File: src/rtl/mem_dma_pkg.sv
// mem_dma_pkg: shared FSM state encoding and transfer-mode constants for the block-transfer engine.
package mem_dma_pkg;
  typedef enum logic [2:0] {
    S_IDLE,
    S_READ,
    S_WRITE,
    S_FILL,
    S_DONE
  } state_t;
  localparam logic MODE_COPY = 1'b0;
  localparam logic MODE_FILL = 1'b1;
endpackage

File: src/rtl/mem_dma_if.sv
// mem_dma_if: data-memory port; master drives address/write, slave returns combinational read data.
interface mem_dma_if #(
  parameter int ADDR_W = 4,
  parameter int DATA_W = 32
);
  logic [ADDR_W-1:0] mem_addr;
  logic              mem_we;
  logic [DATA_W-1:0] mem_wdata;
  logic [DATA_W-1:0] mem_rdata;
  modport master (output mem_addr, mem_we, mem_wdata, input mem_rdata);
  modport slave (input mem_addr, mem_we, mem_wdata, output mem_rdata);
endinterface

File: src/rtl/mem_dma.sv
// mem_dma: single-channel copy/fill engine on the data-memory port with a wrapping sum of written words.
module mem_dma
  import mem_dma_pkg::*;
#(
  parameter int ADDR_W = 4,
  parameter int DATA_W = 32,
  parameter int LEN_W  = ADDR_W + 1
) (
  input  logic              clk,
  input  logic              rst,
  input  logic              start,
  input  logic              mode,
  input  logic [ADDR_W-1:0] src,
  input  logic [ADDR_W-1:0] dst,
  input  logic [LEN_W-1:0]  len,
  input  logic [DATA_W-1:0] fill_val,
  output logic              busy,
  output logic              done,
  output logic [DATA_W-1:0] sum,
  mem_dma_if.master         bus
);
  state_t            state, state_nx;
  logic [LEN_W-1:0]  i, len_r;
  logic [ADDR_W-1:0] src_r, dst_r;
  logic [DATA_W-1:0] fill_r, data_r;
  logic              last;
  // mode is not stored: the READ/FILL branch taken at accept already encodes it
  assign last = LEN_W'(i + 1'b1) >= len_r;
  always_ff @(posedge clk or posedge rst)
    if (rst) state <= S_IDLE;
    else     state <= state_nx;
  always_comb begin
    state_nx = state;
    case (state)
      S_IDLE:  if (start) state_nx = len == '0 ? S_DONE : mode == MODE_COPY ? S_READ : S_FILL;
      S_READ:  state_nx = S_WRITE;
      S_WRITE: state_nx = last ? S_DONE : S_READ;
      S_FILL:  state_nx = last ? S_DONE : S_FILL;
      default: state_nx = S_IDLE;
    endcase
  end
  always_ff @(posedge clk or posedge rst)
    if (rst) begin
      i      <= '0;
      len_r  <= '0;
      src_r  <= '0;
      dst_r  <= '0;
      fill_r <= '0;
      data_r <= '0;
      sum    <= '0;
    end else begin
      case (state)
        S_IDLE: if (start) begin
          len_r  <= len;
          src_r  <= src;
          dst_r  <= dst;
          fill_r <= fill_val;
          i      <= '0;
          sum    <= '0;
        end
        S_READ:  data_r <= bus.mem_rdata;
        S_WRITE: begin
          sum <= sum + data_r;
          i   <= i + 1'b1;
        end
        S_FILL: begin
          sum <= sum + fill_r;
          i   <= i + 1'b1;
        end
        default: ;
      endcase
    end
  assign busy          = state != S_IDLE;
  assign done          = state == S_DONE;
  assign bus.mem_we    = state == S_WRITE || state == S_FILL;
  assign bus.mem_addr  = state == S_READ ? src_r + i[ADDR_W-1:0] : bus.mem_we ? dst_r + i[ADDR_W-1:0] : '0;
  assign bus.mem_wdata = state == S_WRITE ? data_r : state == S_FILL ? fill_r : '0;
endmodule
File: src/flat_wrapper.sv
// flat-port wrapper written by rule: the top's interface ports become plain ports
module mem_dma_flat import mem_dma_pkg::*;
#(
  parameter int ADDR_W = 4,
  parameter int DATA_W = 32,
  parameter int LEN_W  = ADDR_W + 1
)
  (clk, rst, start, mode, src, dst, len, fill_val, busy, done, sum, bus_mem_addr, bus_mem_we, bus_mem_wdata, bus_mem_rdata);
  mem_dma_if #(.ADDR_W(ADDR_W), .DATA_W(DATA_W)) bus_i ();
  input  logic clk;
  input  logic rst;
  input  logic start;
  input  logic mode;
  input  logic [ADDR_W-1:0] src;
  input  logic [ADDR_W-1:0] dst;
  input  logic [LEN_W-1:0] len;
  input  logic [DATA_W-1:0] fill_val;
  output logic busy;
  output logic done;
  output logic [DATA_W-1:0] sum;
  output wire logic [$bits(bus_i.mem_addr)-1:0] bus_mem_addr;
  output wire logic [$bits(bus_i.mem_we)-1:0] bus_mem_we;
  output wire logic [$bits(bus_i.mem_wdata)-1:0] bus_mem_wdata;
  input wire logic [$bits(bus_i.mem_rdata)-1:0] bus_mem_rdata;
  assign bus_mem_addr = bus_i.mem_addr;
  assign bus_mem_we = bus_i.mem_we;
  assign bus_mem_wdata = bus_i.mem_wdata;
  assign bus_i.mem_rdata = bus_mem_rdata;
  mem_dma #(.ADDR_W(ADDR_W), .DATA_W(DATA_W), .LEN_W(LEN_W)) u_core (.clk(clk), .rst(rst), .start(start), .mode(mode), .src(src), .dst(dst), .len(len), .fill_val(fill_val), .busy(busy), .done(done), .sum(sum), .bus(bus_i));
endmodule
File: config.mk
export PLATFORM = sky130hd
export DESIGN_NAME = mem_dma_flat
export DESIGN_NICKNAME = d
export VERILOG_FILES = /design/src/rtl/mem_dma_pkg.sv /design/src/rtl/mem_dma_if.sv /design/src/rtl/mem_dma.sv /design/src/flat_wrapper.sv
export SDC_FILE = /design/constraint.sdc
export NUM_CORES = 1
export LEC_CHECK = 0
export ABC_AREA = 1
export CORE_ASPECT_RATIO = 1.2
export CORE_MARGIN = 2
export CORE_UTILIZATION = 48
export CTS_CLUSTER_DIAMETER = 40
export CTS_CLUSTER_SIZE = 16
export DETAILED_ROUTE_END_ITERATION = 8
export PLACE_DENSITY = 0.78
export SETUP_SLACK_MARGIN = 0.05
export SYNTH_ARGS = -nofsm -noshare
export SYNTH_HDL_FRONTEND = slang
export SYNTH_SLANG_ARGS = --single-unit
File: constraint.sdc
create_clock -name clk -period 3.48 [get_ports clk]
set_clock_uncertainty 0.2 [all_clocks]
set_input_delay 0.522 -clock clk [delete_from_list [all_inputs] [get_ports clk]]
set_output_delay 0.522 -clock clk [all_outputs]
set_load 0.02 [all_outputs]
==> run metrics, run 1 <==
FP Rows=51; Chip Height=144.5 um; Reg clk slew, reported paths=60 ps; total CTS buffers=17; most frequent cells in the layout=nand2_1 (436), inv_1 (177), clkdlybuf4s50_1 (151), o21ai_0 (128), dfrtp_1 (117); R2R setup slack=310 ps; Vias/cell=5.128; worst hold slack=282.3 ps; setup TNS=0 ps; post-CTS setup buffer count=0; CP top delay family=buffers and inverters; Final setup viols=0; Final nets=1,435; initial antenna violation count=0; CP Cell Sequence=ha_1 > nand2_1 > nor2_1 > a211oi_1 > xnor2_1 > nand2_1 > o21ai_0 > clkdlybuf4s50_1; Slowest-stage cell, CP=clkdlybuf4s50_1; FF+latch count, synth=117; Post-Synth XOR/XNOR Area=1.221%; # resized after CTS=0; Remaining DRCs=0; main combinational cell family by area after synthesis=simple AND/OR/NAND/NOR gates; CTS Hold Bufs=0; Layout Utilization=62.84%; CORE AREA=16,140 um2; synthesized cell area=7893 um2; Clock Latency Late Sink=430 ps; number of flops mapped to enable cells by yosys=0; Max Cap Violations=0; status=completed; Seq/Total Area, Yosys=37.10%; Setup crit start kind=flip-flop; FF/Latch Area=2928 um2; Hold Fails Final Rpt=0; dpl ws=365.4 ps; slowest stage delay, CP=640 ps; Max FO, Critical Path=6; post-synthesis mux area share=0%; Pleak=5.266 nW; crit share post-route=95.24%; post-synthesis net count=1,289; area of the multi-input gates=4079 um2; DR vias=7,826; GP Congestion=0.9487; peak supply drop=0.6164 mV; Synth Area in Compound Gates=12.82%; Synth Area in Adders=8.687%; synth warn=0; ys async rst share=100.0%; most frequent cell on the critical path=nand2_1; syn avg cell area=6.833 um2; Overflow after GRT=0; Pwr Density=1087 nW/um2; final wirelength=22,910 um; Area Overhead vs Synth=28.53%; commonest non-fill, non-tap cell in the layout=nand2_1; clock sink total=117; number of diodes=0; die area=17,490 um2; vias in the first global route=7,491; Fillers=1,415; largest net degree at the start of global routing=118; Initial Util=48.89%; layout cells sized above 1=5.708%; Critical Path RT=2760 ps; io pins=152; CTS tree=yes; ys flop type=dfrtp_1; RSZ-0062 raised after global routing=false; root buf cell=clkbuf_16; Mapped Cells=1,155; Max-slew headroom=53.84%; drt wl/cell=15.01 um; CP bufs+invs=1; Crit Path Class=reg -> out; Die Wd=121.1 um; Max Root-Sink Buffers=2; GRT Util Overall=26.73%; fmax=301.7 MHz; DR iter-0 viols=633; Antenna Nets Post-Route=0; HP Class=reg -> reg; H-tree lvl count=4; synth unique cells=36; first-pass GRT wire length=36,200 um; worst-margin pin slew=691.4 ps; Tmin final=3314 ps; CP Capture Type=output pin; placed wire-length estimate=17,350 um; final setup margin=165.8 ps; Arrival @ worst endpoint=2590 ps; DR pass1 iterations=5; IO Port Bufs=151; Post-Synth Simple-Gate Area=28.79%; max-slew violation count=0
[Yosys cell counts (8+ instances only)]
master    instances  area share, %
o21ai_0         128            8.1
nor2_1           43            2.0
clkbuf_1         10           0.48
ha_1             50            7.9
nand2_1         436             21
a21oi_1          35            2.2
dfrtp_1         117             37
buf_2            13           0.82
o21ai_1          13           0.82
nand3_1          40            2.5
inv_2            11           0.52
inv_1           178            8.5
nand4_1           8           0.63
[sequential cells by signal, indices dropped and copies added (netlist names)]
register,flops
u_core.data_r,32
u_core.fill_r,32
u_core.sum,32
u_core.i,5
u_core.len_r,5
u_core.dst_r,4
u_core.src_r,4
u_core.state,3
[worst reg2reg max path: cells and delay by family (launching register included)]
kind	cells	cell delay, ps
flops	1	500
fa+ha+maj	2	700
compound gates	1	150
simple gates	11	1190
buf+inv	1	300
[cell families after synthesis]
group | count (synthesis)
xor+xnor | 11
simple gates | 560
fa+ha+maj | 53
buf+inv | 222
flops | 117
compound gates | 192
[where the power goes]
part           internal (mW)  total (mW)  switching (mW)
clock network           1.01        1.69           0.683
registers               2.02        2.50           0.482
logic                   2.51        6.84            4.33
total                   5.53        11.0            5.50
[worst paths after layout]
kind | depth (start not counted) | end | from
max | 8 | bus_mem_addr[3] | u_core.i[2]$_DFFE_PP0P_
min | 2 | u_core.fill_r[9]$_DFFE_PP0P_ | u_core.fill_r[9]$_DFFE_PP0P_
max reg2reg | 15 | u_core.sum[22]$_DFFE_PP0P_ | u_core.state[2]$_DFFE_PP0P_
min reg2reg | 2 | u_core.fill_r[9]$_DFFE_PP0P_ | u_core.fill_r[9]$_DFFE_PP0P_
max in group asynchronous | 3 | u_core.sum[24]$_DFFE_PP0P_ | rst
min in group asynchronous | 3 | u_core.fill_r[5]$_DFFE_PP0P_ | rst
[stage by stage]
| stage | cell area (um2) | cells | power [mW] |
|---|---|---|---|
| floorplan | 7896 | 1155 | 7.073 |
| global placement | 9577 | 1494 | 9.113 |
| detailed placement | 9577 | 1494 | 9.232 |
| CTS | 10140 | 1526 | 10.98 |
| global route | 10140 | 1526 | 11.97 |
| finish | 10140 | 1526 | 11.03 |
[layer usage]
metal / part of all wire [%] / GRT usage [%]
met1: 43 / 34.22
met4: 2.4 / 10.34
met5: 0 / 0
met2: 49 / 45.00
met3: 5.6 / 4.732
[area by class of cell]
cell class,instances,share of cell area [%]
clock buffer,19,4.366
clock inverter,13,1.233
inverter,189,7.030
multi-input combinational,816,40.21
sequential,117,28.86
tap,212,2.615
timing repair buffer,160,15.69
No activity file was read; power rests on OpenSTA's default activity.
==> inputs of run 2 (changes only) <==
--- a/config.mk
+++ b/config.mk
@@ -12,7 +12,7 @@
 export CTS_CLUSTER_DIAMETER = 40
 export CTS_CLUSTER_SIZE = 16
 export DETAILED_ROUTE_END_ITERATION = 8
-export PLACE_DENSITY = 0.78
+export PLACE_DENSITY_LB_ADDON = 0.05
 export SETUP_SLACK_MARGIN = 0.05
 export SYNTH_ARGS = -nofsm -noshare
 export SYNTH_HDL_FRONTEND = slang
==> run 2 against run 1 <==
Critical path depth is 7 higher; register-to-register slack worse by 40 ps; power is 0.11% higher; routed wire length is 1.2% higher; critical path type is now reg -> reg; count of clock-buffer cells in the layout is 2 lower; utilization is 0.25 points higher; cell area is 0.40% higher; sequential share of layout area is 0.11 points lower; largest cell class unchanged.
==> run metrics, run 2 (synthesis gave the netlist of run 1 again) <==
DR vias=7,708 (-1.5%); Arrival @ worst endpoint=3320 ps (+730 ps); Tmin final=3210 ps (-104.3 ps); Worst Hold Depth=2 (unchanged); dpl ws=297.4 ps (-68.00 ps); Antenna Nets Post-Route=0 (unchanged); initial antenna violation count=0 (unchanged); largest net degree at the start of global routing=65 (-45%); crit share post-route=92.24% (-3.0 points); Pleak=5.310 nW (+0.83%); clock sink total=117 (unchanged); Final setup viols=0 (unchanged); worst-margin pin slew=722.1 ps (+30.75 ps); Critical Path RT=3590 ps (+830 ps); peak supply drop=0.5812 mV (-5.7%); final wirelength=23,190 um (+1.2%); top flop regs=u_core.data_r (32), u_core.fill_r (32), u_core.sum (32); max-slew violation count=0 (unchanged); CTS Hold Bufs=0 (unchanged); Overflow after GRT=0 (unchanged); GP Congestion=0.9505 (+0.19%); placed cell count=1,495 (+0.067%); RSZ-0062 raised after global routing=false; Hold Fails Final Rpt=0 (unchanged); Layout Utilization=63.09% (+0.25 points); Setup crit start kind=flip-flop; FP Rows=51 (unchanged); DR iter-0 viols=573 (-9.5%); Crit Path Class=reg -> reg; most frequent cells in the layout=nand2_1 (436), inv_1 (177), clkdlybuf4s50_1 (150), o21ai_0 (128), dfrtp_1 (117); CTS tree=yes; Max Root-Sink Buffers=2 (unchanged); final setup margin=270.1 ps (+104.3 ps); Max FO, Critical Path=64 (+58); layout cells sized above 1=5.856% (+0.15 points); Critical Path Sink=u_core.sum[24]$_DFFE_PP0P_; die area=17,490 um2 (unchanged); Chip Height=144.5 um (unchanged); Fillers=1,496 (+5.7%); HP Class=reg -> reg; first-pass GRT wire length=36,940 um (+2.0%); Final Non-Filler Cells=1,527 (+0.066%); GRT Util Overall=27.42% (+0.69 points); Max-slew headroom=51.76% (-2.1 points); Reg2Reg Depth=15 (unchanged); fmax=311.5 MHz (+3.3%); H-tree lvl count=4 (unchanged); Vias/cell=5.048 (-1.6%); Final nets=1,436 (+0.070%); r2r endpoint=u_core.sum[24]$_DFFE_PP0P_; CP Capture Type=flip-flop; placed wire-length estimate=17,930 um (+3.4%); Die Wd=121.1 um (unchanged); Reg clk slew, reported paths=60 ps (about the same); Clock Latency Late Sink=420 ps (about the same); total power=11.04 mW (+0.11%); Initial Util=48.89% (unchanged); number of diodes=0 (unchanged); status=completed; io pins=152 (unchanged); R2R setup slack=270 ps (-40 ps); Remaining DRCs=0 (unchanged); Max Cap Violations=0 (unchanged); DR pass1 iterations=7 (+2); Area Overhead vs Synth=29.04%; vias in the first global route=7,349 (-1.9%); total CTS buffers=17 (unchanged); r2r startpoint=u_core.state[2]$_DFFE_PP0P_; Pwr Density=1084 nW/um2 (-0.28%); root buf cell=clkbuf_16; IO Port Bufs=151 (unchanged); crit path from=u_core.state[2]$_DFFE_PP0P_; CORE AREA=16,140 um2 (unchanged); setup TNS=0 ps (unchanged); commonest non-fill, non-tap cell in the layout=nand2_1; drt wl/cell=15.19 um (+1.2%)
==> run 2: how the worst min path moves through the flow <==
stage / slack [ps] / endpoint / startpoint
2_1_floorplan: 250 / u_core.fill_r[0]$_DFFE_PP0P_ / u_core.fill_r[0]$_DFFE_PP0P_
3_3_place_gp: 270 / u_core.len_r[4]$_DFFE_PP0P_ / u_core.len_r[4]$_DFFE_PP0P_
3_5_place_dp: 270 / u_core.len_r[4]$_DFFE_PP0P_ / u_core.len_r[4]$_DFFE_PP0P_
4_1_cts: 290 / u_core.len_r[0]$_DFFE_PP0P_ / u_core.len_r[0]$_DFFE_PP0P_
5_1_grt: 310 / u_core.dst_r[2]$_DFFE_PP0P_ / u_core.dst_r[2]$_DFFE_PP0P_
6_report: 290 / u_core.src_r[2]$_DFFE_PP0P_ / u_core.src_r[2]$_DFFE_PP0P_
==> run 2: critical path, cell delays in order (launching register included) <==
cell and delay, ps:
dfrtp_1 490, nor3_4 290, buf_12 290, o21ai_0 150, ha_1 270, fa_1 460, nand3_1 130, nand3_2 130
nand2_1 100, nand2_1 100, nand2_1 90, nand2_1 90, nand2_1 110, nand3_1 80, nand3_1 80, nand2_1 50
==> run 2: timing repair <==
action                     4_1_cts  5_1_grt
gates resized for setup          0        1
setup endpoints to repair        0        1
hold endpoints to repair         0        0
buffers inserted                 0        0
==> run 2: area by class of cell <==
| cell class | count | area, um2 | share of cell area [%] |
|---|---|---|---|
| well taps | 212 | 265.3 | 2.604 |
| repair buffers | 161 | 1627 | 15.97 |
| inverters | 189 | 713.2 | 7.002 |
| clock inverters | 15 | 147.6 | 1.450 |
| multi-input cells | 816 | 4079 | 40.05 |
| clock buffers | 17 | 425.4 | 4.177 |
| flip-flops and latches | 117 | 2928 | 28.75 |
==> run 2: metal layers <==
metal | track usage, % | up-vias | wire length (um)
met5 | 0 | - | 0
met4 | 11.57 | 0 | 730
met3 | 4.180 | 47 | 1190
met2 | 44.80 | 249 | 11030
met1 | 36.24 | 3503 | 10240
li1 | - | 3909 | -
==> run 2: power breakdown <==
group,total (mW),internal [mW],switching [mW]
clock,1.71,1.00,0.704
combinational,6.86,2.52,4.35
sequential,2.47,2.01,0.456
total,11.0,5.53,5.51
==> run 2: stage by stage <==
| step | instance area (um2) | hold slack (ps) |
|---|---|---|
| after floorplan | 7896 | 249.2 |
| after global placement | 9609 | 268.2 |
| after detailed placement | 9609 | 273.8 |
| after CTS | 10180 | 293.2 |
| after global routing | 10180 | 312.1 |
| final | 10180 | 290.2 |
